--- config.mk ---
export PLATFORM = sky130hd
export DESIGN_NAME = spi_tx_arbiter_flat
export DESIGN_NICKNAME = d
export VERILOG_FILES = /design/src/rtl/spi_tx_arbiter_if.sv /design/src/rtl/spi_tx_arbiter.sv /design/src/flat_wrapper.sv
export SDC_FILE = /design/constraint.sdc
export NUM_CORES = 1
export LEC_CHECK = 0
export BUFFER_PORTS_ARGS = -buffer_cell sky130_fd_sc_hd__buf_2
export CORE_UTILIZATION = 44
export DETAILED_ROUTE_END_ITERATION = 8
export PLACE_DENSITY_LB_ADDON = 0.2
export REMOVE_ABC_BUFFERS = 1
export SLEW_MARGIN = 20
export SYNTH_ARGS = -nofsm -noshare
export SYNTH_HDL_FRONTEND = slang
export SYNTH_SLANG_ARGS = --single-unit
--- constraint.sdc ---
create_clock -name clk -period 2.15 [get_ports clk]
set_input_delay 0.3225 -clock clk [delete_from_list [all_inputs] [get_ports clk]]
set_output_delay 0.3225 -clock clk [all_outputs]
set_load 0.02 [all_outputs]
--- src/rtl/spi_tx_arbiter_if.sv ---
// Requester-side and serializer-side signal bundle of the SPI TX arbiter.
// The master modport is the arbiter's view; the slave modport is the environment's view.
interface spi_tx_arbiter_if #(
  parameter int NUM_REQ = 4,
  parameter int DATA_W  = 8
);
  localparam int GW = $clog2(NUM_REQ);

  logic [NUM_REQ-1:0]        req;
  logic [NUM_REQ*DATA_W-1:0] req_data;
  logic [NUM_REQ-1:0]        req_last;
  logic [NUM_REQ-1:0]        ack;
  logic [DATA_W-1:0]         ser_data;
  logic                      ser_start;
  logic                      ser_done;
  logic [GW-1:0]             grant_id;
  logic                      busy;
  logic                      err_timeout;

  modport master (
    input  req, req_data, req_last, ser_done,
    output ack, ser_data, ser_start, grant_id, busy, err_timeout
  );

  modport slave (
    output req, req_data, req_last, ser_done,
    input  ack, ser_data, ser_start, grant_id, busy, err_timeout
  );
endinterface

--- src/rtl/spi_tx_arbiter.sv ---
// Round-robin arbiter feeding one byte at a time to a shared SPI serializer, with frame lock.
// Optional WAIT watchdog enabled by defining ARB_TIMEOUT_EN.
module spi_tx_arbiter #(
  parameter int NUM_REQ     = 4,
  parameter int DATA_W      = 8,
  parameter int TIMEOUT_CYC = 64
) (
  input  logic             clk,
  input  logic             rst,
  spi_tx_arbiter_if.master bus
);
  localparam int GW = $clog2(NUM_REQ);

  typedef enum logic {IDLE, WAIT} state_e;

  state_e             state_q, state_d;
  logic [GW-1:0]      grant_q, grant_d;
  logic [GW-1:0]      last_q, last_d;
  logic [DATA_W-1:0]  data_q, data_d;
  logic               start_q, start_d;
  logic [NUM_REQ-1:0] ack_q, ack_d;
  logic               lock_q, lock_d;

  logic               win_vld;
  logic [GW-1:0]      win_id;
  logic [GW:0]        idx;
  logic               done_v;
  logic               load;
  logic [GW-1:0]      load_id;

`ifdef ARB_TIMEOUT_EN
  localparam int CW = $clog2(TIMEOUT_CYC + 1);
  logic [CW-1:0] cnt_q, cnt_d, cnt_inc;
  logic          err_q, err_d;
`endif

  // Descending scan so the nearest requester after last_q is the one left standing.
  always_comb begin
    win_vld = 1'b0;
    win_id  = '0;
    idx     = '0;
    for (int i = NUM_REQ; i >= 1; i--) begin
      idx = {1'b0, last_q} + (GW+1)'(i);
      if (idx >= (GW+1)'(NUM_REQ)) idx = idx - (GW+1)'(NUM_REQ);
      if (bus.req[idx[GW-1:0]]) begin
        win_vld = 1'b1;
        win_id  = idx[GW-1:0];
      end
    end
  end

  always_comb begin
    state_d = state_q;
    grant_d = grant_q;
    last_d  = last_q;
    data_d  = data_q;
    start_d = 1'b0;
    ack_d   = '0;
    lock_d  = lock_q;
    load    = 1'b0;
    load_id = grant_q;
    // The serializer cannot finish in the cycle it is started.
    done_v  = bus.ser_done && !start_q;

    case (state_q)
      IDLE: begin
        if (win_vld) begin
          load    = 1'b1;
          load_id = win_id;
        end
      end
      WAIT: begin
        if (done_v) begin
          if (lock_q && bus.req[grant_q]) begin
            load = 1'b1;
          end else begin
            last_d  = grant_q;
            lock_d  = 1'b0;
            state_d = IDLE;
          end
        end
      end
      default: state_d = IDLE;
    endcase

`ifdef ARB_TIMEOUT_EN
    cnt_inc = cnt_q + CW'(1);
    cnt_d   = (state_q == WAIT) ? cnt_inc : cnt_q;
    err_d   = err_q;
    if (state_q == WAIT && !done_v && cnt_inc == CW'(TIMEOUT_CYC)) begin
      err_d   = 1'b1;
      lock_d  = 1'b0;
      last_d  = grant_q;
      state_d = IDLE;
    end
    if (load) cnt_d = '0;
`endif

    if (load) begin
      state_d = WAIT;
      grant_d = load_id;
      data_d  = bus.req_data[load_id*DATA_W +: DATA_W];
      start_d = 1'b1;
      ack_d   = NUM_REQ'(1) << load_id;
      lock_d  = ~bus.req_last[load_id];
    end
  end

  always_ff @(posedge clk) begin
    if (rst) begin
      state_q <= IDLE;
      grant_q <= '0;
      last_q  <= GW'(NUM_REQ - 1);
      data_q  <= '0;
      start_q <= 1'b0;
      ack_q   <= '0;
      lock_q  <= 1'b0;
    end else begin
      state_q <= state_d;
      grant_q <= grant_d;
      last_q  <= last_d;
      data_q  <= data_d;
      start_q <= start_d;
      ack_q   <= ack_d;
      lock_q  <= lock_d;
    end
  end

`ifdef ARB_TIMEOUT_EN
  always_ff @(posedge clk) begin
    if (rst) begin
      cnt_q <= '0;
      err_q <= 1'b0;
    end else begin
      cnt_q <= cnt_d;
      err_q <= err_d;
    end
  end

  assign bus.err_timeout = err_q;
`else
  assign bus.err_timeout = 1'b0;
`endif

  assign bus.ack       = ack_q;
  assign bus.ser_data  = data_q;
  assign bus.ser_start = start_q;
  assign bus.grant_id  = grant_q;
  assign bus.busy      = (state_q == WAIT);

endmodule
--- src/flat_wrapper.sv ---
// flat-port wrapper written by rule: the top's interface ports become plain ports
module spi_tx_arbiter_flat 
#(
  parameter int NUM_REQ     = 4,
  parameter int DATA_W      = 8,
  parameter int TIMEOUT_CYC = 64
)
  (clk, rst, bus_req, bus_req_data, bus_req_last, bus_ser_done, bus_ack, bus_ser_data, bus_ser_start, bus_grant_id, bus_busy, bus_err_timeout);
  spi_tx_arbiter_if #(.NUM_REQ(NUM_REQ), .DATA_W(DATA_W)) bus_i ();
  input  logic clk;
  input  logic rst;
  input wire logic [$bits(bus_i.req)-1:0] bus_req;
  input wire logic [$bits(bus_i.req_data)-1:0] bus_req_data;
  input wire logic [$bits(bus_i.req_last)-1:0] bus_req_last;
  input wire logic [$bits(bus_i.ser_done)-1:0] bus_ser_done;
  output wire logic [$bits(bus_i.ack)-1:0] bus_ack;
  output wire logic [$bits(bus_i.ser_data)-1:0] bus_ser_data;
  output wire logic [$bits(bus_i.ser_start)-1:0] bus_ser_start;
  output wire logic [$bits(bus_i.grant_id)-1:0] bus_grant_id;
  output wire logic [$bits(bus_i.busy)-1:0] bus_busy;
  output wire logic [$bits(bus_i.err_timeout)-1:0] bus_err_timeout;
  assign bus_i.req = bus_req;
  assign bus_i.req_data = bus_req_data;
  assign bus_i.req_last = bus_req_last;
  assign bus_i.ser_done = bus_ser_done;
  assign bus_ack = bus_i.ack;
  assign bus_ser_data = bus_i.ser_data;
  assign bus_ser_start = bus_i.ser_start;
  assign bus_grant_id = bus_i.grant_id;
  assign bus_busy = bus_i.busy;
  assign bus_err_timeout = bus_i.err_timeout;
  spi_tx_arbiter #(.NUM_REQ(NUM_REQ), .DATA_W(DATA_W), .TIMEOUT_CYC(TIMEOUT_CYC)) u_core (.clk(clk), .rst(rst), .bus(bus_i));
endmodule
* Word level (Yosys, flattened, before mapping)
Index checks and enable logic that the tools add are counted.
** Word-level totals
- Bits in registers :: 19
- Word-level logic and storage cells :: 78
- Output and inout port bits :: 17
- Bits of input ports :: 43
** Cells by class
- Shift-type cells :: 2
- Reductions and logical operators :: 8
- Magnitude comparators :: 10
- Multiplexer cells :: 38
- Equality and inequality tests :: 1
- Bitwise logic cells :: 4
- $add $sub $neg :: 8
** Operator list (number)
- $shiftx A32 B6 Y8 :: 1
- $mux W1 :: 21
- $mux W2 :: 10
- $lt A2 B3 Y1 const B :: 6
- $bmux W1 S2 :: 6
- $ge A3 B3 Y1 const B :: 4
- $sub A2 B1 Y2 const B :: 4
- $add A2 B2 Y3 const B :: 2
- $reduce_and A3 Y1 :: 2
- $not A1 Y1 :: 4
- $reduce_bool A2 Y1 :: 2
- $shl A1 B2 Y4 const A :: 1
- $add A2 B1 Y3 const B :: 1
- $add A2 B3 Y3 const B :: 1
- $logic_and A1 B1 Y1 :: 2
- $ne A2 B1 Y1 const B :: 1
- $pmux W1 S2 :: 1
- $reduce_or A2 Y1 :: 1
- $logic_not A1 Y1 :: 1

* Longest topological paths before layout
Gate-level depths: netlist of run 1.
- Depth in word-level cells :: 15
- Gate-level depth with buffers :: 7
- Depth with buffers taken out :: 5

* Least setup slack after synthesis of run 1
Ideal clock, no wire load.
- Path kind :: flip-flop to flip-flop
- Start point :: register u_core.grant_q[0] (netlist: u_core.bus.grant_id[0])
- End point :: register u_core.ack_q[0] (netlist: u_core.bus.ack[0])
- Stages on the path, launching flop included :: 5
- Buffers on the path :: 0
- Path slack :: 0.290 ns
- Data required time :: 2.034 ns
- Arrival time :: 1.744 ns
- Path through :: dfxtp_1 > mux4_2 > a32o_2 > and2_4 > and3_1
** Between the ends
- Longest elaborated chain between the ends :: 8
- Elaborated cells on any way between the ends :: 11
- Those cells by class :: shift (1); mux (7); bitwise (1); reduce/logical (2)
** Ends and longest elaborated chain
- start, declared :: line spi_tx_arbiter.sv:17 : logic [GW-1:0] grant_q, grant_d;
- start signal, assigned :: line spi_tx_arbiter.sv:120 : grant_q <= grant_d;
- $bmux W1 S2 :: line spi_tx_arbiter.sv:74 : if (lock_q && bus.req[grant_q]) begin
- $mux W1 (not written as such) :: line spi_tx_arbiter.sv:74
- $logic_and A1 B1 Y1 :: line spi_tx_arbiter.sv:74
- $mux W1 :: line spi_tx_arbiter.sv:74
- $mux W1 :: line spi_tx_arbiter.sv:73 : if (done_v) begin
- $pmux W1 S2 :: line spi_tx_arbiter.sv:65 : case (state_q)
- $not A1 Y1 (no source line)
- $reduce_or A2 Y1 (no source line)
- end signal, assigned :: line spi_tx_arbiter.sv:124 : ack_q <= ack_d;
- end, declared :: line spi_tx_arbiter.sv:21 : logic [NUM_REQ-1:0] ack_q, ack_d;
Parallel ways exist; a longest one is shown, timed or not. The select of a mux whose other input is x is not followed.
A chain may end at the register's enable or synchronous reset.

* Final worst setup path of run 1
- Start point :: register u_core.state_q (netlist: u_core.bus.busy)
- End point :: register u_core.data_q[7] (netlist: u_core.bus.ser_data[7])
** Between the ends
- Longest elaborated chain between the ends :: 2
- Elaborated cells on any way between the ends :: 4
- Those cells by class :: shift (1); mux (2); bitwise (1)
** Ends and longest elaborated chain
- start, declared :: line spi_tx_arbiter.sv:16 : state_e state_q, state_d;
- start signal, assigned :: line spi_tx_arbiter.sv:119 : state_q <= state_d;
- $mux W2 or $not A1 Y1 (tied branches) :: line spi_tx_arbiter.sv:65
- $shiftx A32 B6 Y8 or $pmux W1 S2 (tied branches) :: line spi_tx_arbiter.sv:102, spi_tx_arbiter.sv:65
- end signal, assigned :: line spi_tx_arbiter.sv:122 : data_q <= data_d;
- end, declared :: line spi_tx_arbiter.sv:19 : logic [DATA_W-1:0] data_q, data_d;
Parallel ways exist; a longest one is shown, timed or not.

==> results.py, run 1 <==
metrics = {
    "worst_setup_path": {
        "critPathCaptureType": "flip-flop",
        "critical_path.cell_chain": "inv_1 > o211ai_1 > o221ai_4 > buf_12 > mux2i_1 > a221oi_1",
        "arrival_ns": 2.06,
        "r2r_start": "u_core.bus.busy$_SDFF_PP0_",
        "worstRegToRegCells": 6,
        "worst-setup-path-type": "flip-flop to flip-flop",
        "category_of_the_worst_setup_path_launch_point": "flip-flop",
        "critical_path.max_fanout": 18,
        "timing.critical_path.required_ns": 2.36,
        "reg2reg_slack_ns": 0.29,
        "timing.critical_path.slowest_stage_cell": "sky130_fd_sc_hd__dfxtp_1",
        "timing.rr.end": "u_core.bus.ser_data[7]$_SDFFE_PP0P_",
        "timing.critical_path.slowest_cell_delay_ns": 0.57,
    },
    "synthesis": {
        "count_of_unique_library_cells_instantiated_by_yosys": 43,
        "syn_avg_cell_area_um2": 9.855,
        "synthXorXnorAreaFrac_pct": 0,
        "yosys-mux-area-fraction_pct": 18.20,
        "synth_compound_gate_area_share_pct": 25.84,
        "yosys.area_share.adder_pct": 0,
        "synthSimpleGateAreaFrac_pct": 15.84,
        "post-synth-top-area-cell": "sky130_fd_sc_hd__dfxtp_1",
        "yosysTopAreaCellShare_pct": 34.16,
        "synth.yosys.seq_area_share_pct": 34.16,
        "synth_area_leaders": "sky130_fd_sc_hd__dfxtp_1, sky130_fd_sc_hd__mux2i_1, sky130_fd_sc_hd__a221oi_1",
        "syn_inst": 113,
        "ys_seq_elements": 19,
        "syn_area_um2": 1114,
        "synth-warning-count": 0,
        "synth_top_family_by_area": "compound AO/OA/AOI/OAI gates",
    },
    "drt": {
        "detail_route.wl_per_cell_um": 13.76,
        "dr_total_vias": 1141,
        "antenna_violating_nets_post_route": 0,
        "drt-vias-per-instance": 5.593,
        "initialDrtViolationCount": 15,
        "drt_pass1_iterations": 4,
        "wl_um": 2808,
        "post-route-drc-count": 0,
    },
    "floorplanning": {
        "fp.dieArea_um2": 2736,
        "starting_density_of_the_core_pct": 48.47,
        "row_count": 17,
        "fp.dieW_um": 52.31,
        "ioPinCount": 60,
        "die_height_um": 52.31,
        "core_area_um2": 2297,
    },
    "sta": {
        "period_needed_ns": 1.857,
        "finalClockSkew_ns": 0.008646,
        "final_hold_viol_count": 0,
        "maxClockFrequency_mhz": 538.6,
        "worst_hold_slack_after_final_layout_ns": 0.2725,
        "slew_violations": 0,
        "fin_crit_sh_pct": 86.36,
        "rsz0062_at_grt": "no",
        "fin_tns_setup_ns": 0,
        "setup_violations": 0,
    },
    "min_path": {
        "worstHoldEndpoint": "u_core.bus.grant_id[0]$_SDFFE_PP0P_",
        "min-delay-start": "rst",
        "holdPathStages": 2,
        "hold_path.class": "input pin to flip-flop",
    },
    "global_route": {
        "grt_pass1_vias": 1019,
        "track_usage_pct": 21.58,
        "antenna_found_initial": 0,
        "gr-total-overflow": 0,
        "grt_first_pass_wirelength_um": 4395,
        "grt_max_degree": 19,
    },
    "final_layout": {
        "final.fill_count": 227,
        "antenna_cells_inserted": 0,
        "area.sequential_um2": 380.4,
        "syn_to_final_growth_pct": 32.25,
        "post-route-cell-area_um2": 1473,
        "final_cell_count_no_fill": 204,
        "nNetsFinal": 220,
        "multi_input_comb_area_um2": 670.6,
        "final_layout_size_suffix_gt1_share_pct": 43.75,
    },
    "clocking": {
        "clock_sinks": 19,
        "post_cts.resized_instances": 0,
        "cts_hold_repair.buffers": 0,
        "cts_tree": "yes",
        "root_buffer": "sky130_fd_sc_hd__clkbuf_4",
        "tritoncts.num_buffers": 3,
        "htree_levels": 1,
        "clk_path_buf_depth": 2,
        "post-cts-setup-buffer-count": 0,
        "clock_insertion_delay_at_the_later_pin_of_the_skew_report_ns": 0.31,
        "worst_setup_hold_path_clk_slew_ns": 0.12,
    },
    "run": {
        "max_cap_viol_count": 0,
    },
    "placement": {
        "numPortBuffers": 58,
        "hpwlAfterDp_um": 2175,
        "globalplace.congestion": 1.012,
        "placedCellCount": 200,
        "detailed_place.area_um2": 1445,
    },
    "status": {
        "outcome": "finished clean",
    },
    "pwr": {
        "power_uw": 975.8,
        "irDropWorstVdd_mv": 0.4186,
        "cellPowerDensity_nw_per_um2": 662.6,
        "power_leakage_uw": 0.0007281,
    },
}
## logic make-up (layout without fill, tap and decap cells)
group,Yosys count,in the layout
other,1,1
and+or+nand+nor,30,30
muxes,19,19
AOI/OAI and AO/OA,35,35
buffers and inverters,9,72
DFF,19,19
## worst max-delay path, delay by kind of cell, from the launching register on
family / cells / cell delay [ns]
AO/OA/AOI/OAI: 3 / 0.69
multiplexers: 1 / 0.14
flip-flops: 1 / 0.57
buffers and inverters: 2 / 0.35
## how the worst max path moves through the flow
| stage | start | cells after the start | end |
|---|---|---|---|
| floorplan | u_core.bus.grant_id[0]$_SDFFE_PP0P_ | 4 | u_core.bus.ack[0]$_SDFF_PP0_ |
| global placement | bus_req[3] | 5 | u_core.bus.ack[0]$_SDFF_PP0_ |
| detailed placement | bus_req[3] | 7 | u_core.bus.ser_data[7]$_SDFFE_PP0P_ |
| CTS | u_core.bus.grant_id[0]$_SDFFE_PP0P_ | 4 | u_core.bus.ack[0]$_SDFF_PP0_ |
| global route | u_core.bus.busy$_SDFF_PP0_ | 5 | u_core.lock_q$_SDFFE_PP0P_ |
| finish | u_core.bus.busy$_SDFF_PP0_ | 6 | u_core.bus.ser_data[7]$_SDFFE_PP0P_ |
## per-layer routing
metal | up-vias | wire (um) | global-route usage, %
met3 | 6 | 190 | 4.348
met4 | 0 | 31 | 7.456
met5 | - | 0 | 0
met1 | 521 | 1277 | 26.67
met2 | 48 | 1309 | 36.71
li1 | 566 | - | -
## Yosys cell counts (all sizes together)
| cell | instances |
|---|---|
| nor3 | 1 |
| or2 | 1 |
| a21oi | 4 |
| buf | 3 |
| a32o | 1 |
| nor3b | 2 |
| nand2 | 5 |
| o2bb2ai | 1 |
| o21ai | 9 |
| nor2 | 7 |
| and3b | 1 |
| mux4 | 1 |
| clkbuf | 1 |
| a221oi | 8 |
| o22ai | 1 |
| o211ai | 2 |
| and2 | 2 |
| o21bai | 1 |
| a311o | 2 |
| nor4bb | 1 |
| or2b | 1 |
| o221ai | 1 |
| and3 | 2 |
| or4 | 1 |
| nand3b | 1 |
| inv | 5 |
| a21boi | 1 |
| conb | 1 |
| o2111ai | 1 |
| nand2b | 2 |
| dfxtp | 19 |
| o32ai | 1 |
| nor4b | 1 |
| mux2i | 18 |
| nand3 | 2 |
| o21ba | 1 |
| a2111o | 1 |
## metrics by stage
stage	setup slack [ns]	utilization [%]
after floorplan	0.2896	-
after global placement	0.3293	62.91
final	0.2933	64.11
after detailed placement	0.2774	62.91
after global routing	0.1673	64.11
after CTS	0.2959	64.11
## where the power goes
group          total (uW)  internal [uW]  switching [uW]
clock                 192           69.4             123
combinational         360            170             190
sequential            424            392            32.1
## state kept, by name (all words and copies together), names as in the netlist
name and flops:
u_core.bus.busy 1, u_core.last_q 2, u_core.bus.ack 4, u_core.bus.ser_data 8, u_core.lock_q 1, u_core.bus.grant_id 2, u_core.bus.ser_start 1
## cell usage in the layout, fill, tap and decap left out, types with 2 or more instances in the layout
master,Yosys,layout
sky130_fd_sc_hd__a221oi_1,8,8
sky130_fd_sc_hd__dfxtp_1,19,19
sky130_fd_sc_hd__o21ai_0,8,8
sky130_fd_sc_hd__inv_1,5,5
sky130_fd_sc_hd__mux2i_1,18,18
sky130_fd_sc_hd__clkbuf_4,0,3
sky130_fd_sc_hd__nand2b_1,2,2
sky130_fd_sc_hd__nand3_1,2,2
sky130_fd_sc_hd__nor2_1,6,6
sky130_fd_sc_hd__buf_4,2,4
sky130_fd_sc_hd__o211ai_1,2,2
sky130_fd_sc_hd__nand2_1,5,5
sky130_fd_sc_hd__nor3b_1,2,2
sky130_fd_sc_hd__a21oi_1,3,3
sky130_fd_sc_hd__buf_2,0,58
sky130_fd_sc_hd__a311o_1,2,2
## cell type report
cell class                      instances  share of cell area [%]
Sequential cell                        19                   25.83
Inverter                                5                   1.274
Clock inverter                          1                  0.3398
Multi-Input combinational cell         85                   45.54
Tap cell                               28                   2.379
Clock buffer                            3                   1.529
Timing Repair Buffer                   63                   23.11
Power figures use the tool's default switching activity.
==> run 2: changes to the inputs <==
CORE_UTILIZATION = 46   (was 44)
CTS_BUF_LIST = sky130_fd_sc_hd__clkbuf_4 sky130_fd_sc_hd__clkbuf_8   (was not set)
clock period = 1.8 ns   (was 2.15 ns; I/O delays follow)
==> run 2 against run 1 <==
Compared with the run above: power up 21%; critical path depth down 2; worst hold slack lost 0.031 ns; setup slack worse by 0.25 ns; critical path type unchanged.
==> results.py, run 2 (synthesis gave the netlist of run 1 again) <==
metrics = {
    "worst_setup_path": {
        "critical_path.max_fanout": 10,
        "crit_path_depth": 4,
        "timing.critical_path.required_ns": 2.00,
        "worstRegToRegCells": 4,
        "critical-path-top-delay-family": "multiplexers",
        "worst-setup-path-type": "flip-flop to flip-flop",
        "timing.critical_path.slowest_cell_delay_ns": 0.57,
        "worst-path-buf-inv": 0,
        "critical_path.cell_chain": "mux4_2 > a32o_2 > and2_4 > and3_1",
        "timing.critical_path.slowest_stage_cell": "sky130_fd_sc_hd__mux4_2",
        "critPathCaptureType": "flip-flop",
        "category_of_the_worst_setup_path_launch_point": "flip-flop",
        "arrival_ns": 1.95,
    },
    "min_path": {
        "hold_path.class": "input pin to flip-flop",
        "holdPathStages": 2,
    },
    "clocking": {
        "cts_tree": "yes",
        "post-cts-setup-buffer-count": 0,
        "clock_sinks": 19,
        "cts_hold_repair.buffers": 0,
        "clock_insertion_delay_at_the_later_pin_of_the_skew_report_ns": 0.29,
        "htree_levels": 1,
        "tritoncts.num_buffers": 3,
        "root_buffer": "sky130_fd_sc_hd__clkbuf_4",
        "post_cts.resized_instances": 0,
        "clk_path_buf_depth": 2,
        "worst_setup_hold_path_clk_slew_ns": 0.11,
    },
    "final_layout": {
        "post-route-cell-area_um2": 1528,
        "multi_input_comb_area_um2": 675.6,
        "final_cell_count_no_fill": 210,
        "final.fill_count": 202,
        "largest_register_ff_count": 8,
        "mostFrequentLayoutCells": "sky130_fd_sc_hd__buf_2, sky130_fd_sc_hd__mux2i_1, sky130_fd_sc_hd__dfxtp_1",
        "antenna_cells_inserted": 0,
        "mostFrequentLayoutCell": "sky130_fd_sc_hd__buf_2",
        "nNetsFinal": 226,
        "syn_to_final_growth_pct": 37.19,
        "final_layout_size_suffix_gt1_share_pct": 46.70,
        "area.sequential_um2": 381.6,
    },
    "pwr": {
        "share_clk_of_total_power_pct": 17.9,
        "power_leakage_uw": 0.0007576,
        "swShare_pct": 34.36,
        "power.switching_uw": 404.6,
        "combPwrFrac_pct": 39.7,
        "share_seq_of_total_power_pct": 42.5,
        "cellPowerDensity_nw_per_um2": 770.8,
        "power_uw": 1178,
        "cell_internal_pwr_uw": 772.9,
        "irDropWorstVdd_mv": 0.5919,
    },
    "sta": {
        "fin_crit_sh_pct": 97.44,
        "final_hold_viol_count": 0,
        "maxClockFrequency_mhz": 570.1,
        "rsz0062_at_grt": "no",
        "period_needed_ns": 1.754,
        "slew_violations": 0,
        "finalClockSkew_ns": 0.002033,
        "setup_violations": 0,
    },
    "placement": {
        "globalplace.congestion": 0.9079,
        "hpwlAfterDp_um": 2351,
        "numPortBuffers": 58,
        "placedCellCount": 206,
        "detailed_place.area_um2": 1490,
    },
    "drt": {
        "dr_total_vias": 1184,
        "wl_um": 3047,
        "initialDrtViolationCount": 18,
        "drt-vias-per-instance": 5.638,
        "antenna_violating_nets_post_route": 0,
        "drt_pass1_iterations": 4,
        "post-route-drc-count": 0,
        "detail_route.wl_per_cell_um": 14.51,
    },
    "floorplanning": {
        "starting_density_of_the_core_pct": 49.39,
        "die_height_um": 51.20,
        "row_count": 17,
        "core_area_um2": 2255,
        "fp.dieW_um": 51.20,
        "ioPinCount": 60,
        "fp.dieArea_um2": 2621,
    },
    "global_route": {
        "gr-total-overflow": 0,
        "grt_first_pass_wirelength_um": 4774,
        "antenna_found_initial": 0,
        "track_usage_pct": 23.78,
        "grt_pass1_vias": 1071,
        "grt_max_degree": 14,
    },
    "status": {
        "outcome": "finished clean",
    },
    "run": {
        "max_cap_viol_count": 0,
    },
}
## run 2: cell types whose count changed in the layout (fill, tap and decap cells not counted)
cell	delta
sky130_fd_sc_hd__dfxtp_1	-1
sky130_fd_sc_hd__dfxtp_2	+1
sky130_fd_sc_hd__nand3_1	-1
sky130_fd_sc_hd__buf_4	+5
sky130_fd_sc_hd__buf_6	+1
sky130_fd_sc_hd__nand3_2	+1
## run 2: final timing paths
path	to	start	slack [ns]
worst max-delay path	u_core.bus.ack[0]$_SDFF_PP0_	u_core.bus.grant_id[0]$_SDFFE_PP0P_	0.05
worst min-delay path	u_core.bus.grant_id[0]$_SDFFE_PP0P_	rst	0.24
worst max register to register	u_core.bus.ack[0]$_SDFF_PP0_	u_core.bus.grant_id[0]$_SDFFE_PP0P_	0.05
worst min register to register	u_core.bus.ser_data[7]$_SDFFE_PP0P_	u_core.bus.ser_data[7]$_SDFFE_PP0P_	0.56
## run 2: layout make-up
cell class	count	area share, %
inverter	5	1.228
multi-input combinational	85	44.23
timing repair buffer	69	25.47
clock inverter	1	0.3276
sequential	19	24.98
clock buffer	3	1.474
tap	28	2.293
## run 2: power groups by stage
stage               clock network, uW  logic [uW]  registers [uW]
floorplan                           0         217             559
global placement                    0         449             507
global route                      243         505             504
CTS                               215         462             498
detailed placement                  0         460             507
finish                            210         467             500
## run 2: through the flow
| stage | hold slack [ns] | util (%) | TNS (ns) | setup slack [ns] |
|---|---|---|---|---|
| global placement | 0.5118 | 66.09 | 0 | 0.03506 |
| CTS | 0.2296 | 67.31 | 0 | 0.01033 |
| global route | 0.2254 | 67.76 | 0 | 0.0003848 |
| detailed placement | 0.5286 | 66.09 | 0 | 0.01704 |
| finish | 0.2411 | 67.76 | 0 | 0.04600 |
| floorplan | 0.3424 | - | -0.1804 | -0.06043 |
## run 2: worst register-to-register path, delay by kind of cell, from the launching register on
| family | cells | cell delay (ns) |
|---|---|---|
| mux | 1 | 0.57 |
| flops | 1 | 0.38 |
| compound gates | 1 | 0.37 |
| simple gates | 2 | 0.35 |
## run 2: routing by layer
metal,GRT usage (%),vias up,wire (um)
met5,0,-,0
met4,4.167,0,13
met3,2.976,4,215
met2,41.67,54,1486
met1,31.25,549,1331
li1,-,577,-
==> run 3: changes to the inputs <==
BUFFER_PORTS_ARGS = -buffer_cell sky130_fd_sc_hd__buf_4   (was -buffer_cell sky130_fd_sc_hd__buf_2)
CTS_BUF_LIST = sky130_fd_sc_hd__clkbuf_4   (was sky130_fd_sc_hd__clkbuf_4 sky130_fd_sc_hd__clkbuf_8)
==> run 3 against run 2 <==
Compared with the run above: via count up 1.0%; worst hold slack worse by 0.045 ns; clock power grew 5%; setup slack better by 0.019 ns; power increased by 5.1%; largest cell class unchanged; highest routed layer unchanged.
==> results.py, run 3 (synthesis gave the netlist of run 1 again) <==
metrics = {
    "final_layout": {
        "nNetsFinal": 225,
        "mostFrequentLayoutCell": "sky130_fd_sc_hd__buf_4",
        "multi_input_comb_area_um2": 681.9,
        "final_layout_size_suffix_gt1_share_pct": 46.96,
        "mostFrequentLayoutCells": "sky130_fd_sc_hd__buf_4, sky130_fd_sc_hd__mux2i_1, sky130_fd_sc_hd__dfxtp_1",
        "final.fill_count": 182,
        "syn_to_final_growth_pct": 50.34,
        "largest_register_ff_count": 8,
        "area.sequential_um2": 381.6,
        "antenna_cells_inserted": 0,
    },
    "drt": {
        "initialDrtViolationCount": 15,
        "detail_route.wl_per_cell_um": 14.46,
        "antenna_violating_nets_post_route": 0,
        "drt_pass1_iterations": 4,
        "drt-vias-per-instance": 5.722,
        "post-route-drc-count": 0,
        "wl_um": 3023,
        "dr_total_vias": 1196,
    },
    "placement": {
        "numPortBuffers": 58,
        "worst_setup_slack_after_placement_ns": 0.02259,
        "hpwlAfterDp_um": 2444,
        "globalplace.congestion": 0.9705,
    },
    "worst_setup_path": {
        "critical_path.max_fanout": 10,
        "worst-setup-path-type": "flip-flop to flip-flop",
        "timing.critical_path.required_ns": 1.99,
        "arrival_ns": 1.92,
        "critPathCaptureType": "flip-flop",
        "category_of_the_worst_setup_path_launch_point": "flip-flop",
    },
    "floorplanning": {
        "fp.dieW_um": 51.20,
        "row_count": 17,
        "die_height_um": 51.20,
        "fp.dieArea_um2": 2621,
        "ioPinCount": 60,
        "starting_density_of_the_core_pct": 49.39,
        "core_area_um2": 2255,
    },
    "sta": {
        "finalClockSkew_ns": 0.002104,
        "final_hold_viol_count": 0,
        "period_needed_ns": 1.735,
        "slew_violations": 0,
        "maxClockFrequency_mhz": 576.3,
        "worst_hold_slack_after_final_layout_ns": 0.1964,
        "fin_crit_sh_pct": 96.40,
        "fin_tns_setup_ns": 0,
        "postLayoutSetupSlackWorst_ns": 0.06480,
        "rsz0062_at_grt": "yes",
        "setup_violations": 0,
    },
    "clocking": {
        "cts_hold_repair.buffers": 0,
        "root_buffer": "sky130_fd_sc_hd__clkbuf_4",
        "clock_insertion_delay_at_the_later_pin_of_the_skew_report_ns": 0.28,
        "clock_sinks": 19,
        "worst_setup_hold_path_clk_slew_ns": 0.10,
        "htree_levels": 1,
        "clk_path_buf_depth": 2,
        "post-cts-setup-buffer-count": 0,
        "tritoncts.num_buffers": 3,
        "cts_tree": "yes",
        "post_cts.resized_instances": 0,
    },
    "global_route": {
        "grt_max_degree": 12,
        "antenna_found_initial": 0,
        "gr-usage-met1_pct": 26.19,
        "grt_busiest_layer": "met2",
        "grt_first_pass_wirelength_um": 4754,
        "globalRouteMet3Util_pct": 5.952,
        "gr-total-overflow": 0,
        "track_usage_pct": 24.44,
        "grt_pass1_vias": 1168,
        "globalRouteMet2Util_pct": 45.61,
    },
    "min_path": {
        "hold_path.class": "input pin to flip-flop",
    },
    "pwr": {
        "cellPowerDensity_nw_per_um2": 739.0,
        "power_leakage_uw": 0.0007963,
        "irDropWorstVdd_mv": 0.7246,
    },
    "status": {
        "outcome": "finished clean",
    },
    "run": {
        "max_cap_viol_count": 0,
    },
}
-- run 3: cell count changes in the layout (fill, tap and decap cells not counted), sizes merged --
| cell | before | now |
|---|---|---|
| buf | 69 | 68 |
| clkinv | 1 | 0 |
| clkbuf | 3 | 4 |
-- run 3: critical path, stage by stage, from the launching register on --
cell and delay, ns:
sky130_fd_sc_hd__dfxtp_1 0.37, sky130_fd_sc_hd__mux4_2 0.56, sky130_fd_sc_hd__a32o_2 0.36, sky130_fd_sc_hd__and2_4 0.19
sky130_fd_sc_hd__and3_1 0.17
-- run 3: worst paths after layout --
kind | slack (ns) | end | depth (start not counted) | from
worst min-delay path | 0.20 | u_core.bus.busy$_SDFF_PP0_ | 2 | rst
worst min register to register | 0.56 | u_core.bus.ser_data[7]$_SDFFE_PP0P_ | 2 | u_core.bus.ser_data[7]$_SDFFE_PP0P_
worst max register to register | 0.06 | u_core.bus.ack[0]$_SDFF_PP0_ | 4 | u_core.bus.grant_id[0]$_SDFFE_PP0P_
worst max-delay path | 0.06 | u_core.bus.ack[0]$_SDFF_PP0_ | 4 | u_core.bus.grant_id[0]$_SDFFE_PP0P_
-- run 3: stage by stage --
stage / instances / util [%] / instance area, um2 / total power, uW
detailed placement: 205 / 72.20 / 1628 / 1016
floorplan: 109 / - / 1070 / 775.2
global placement: 205 / 72.20 / 1628 / 1003
global route: 209 / 74.25 / 1674 / 1314
finish: 209 / 74.25 / 1674 / 1237
CTS: 209 / 73.53 / 1658 / 1234
-- run 3: layer usage --
metal / vias to the layer above / share of wire (%) / routed length (um)
li1: 576 / - / -
met1: 561 / 41 / 1230
met2: 53 / 51 / 1529
met3: 6 / 6.6 / 199
met4: 0 / 2.1 / 64
met5: - / 0 / 0
-- run 3: power breakdown --
group | switching, uW | total (uW) | internal, uW
Sequential | 35.1 | 504 | 469
Combinational | 244 | 514 | 269
Clock | 119 | 220 | 101
-- run 3: layout make-up --
class                   instances  share of cell area (%)
multi-input cells              85                   40.73
repair buffers                 68                   31.46
flip-flops and latches         19                   22.80
well taps                      28                   2.093
clock buffers                   4                   1.794
inverters                       5                   1.121
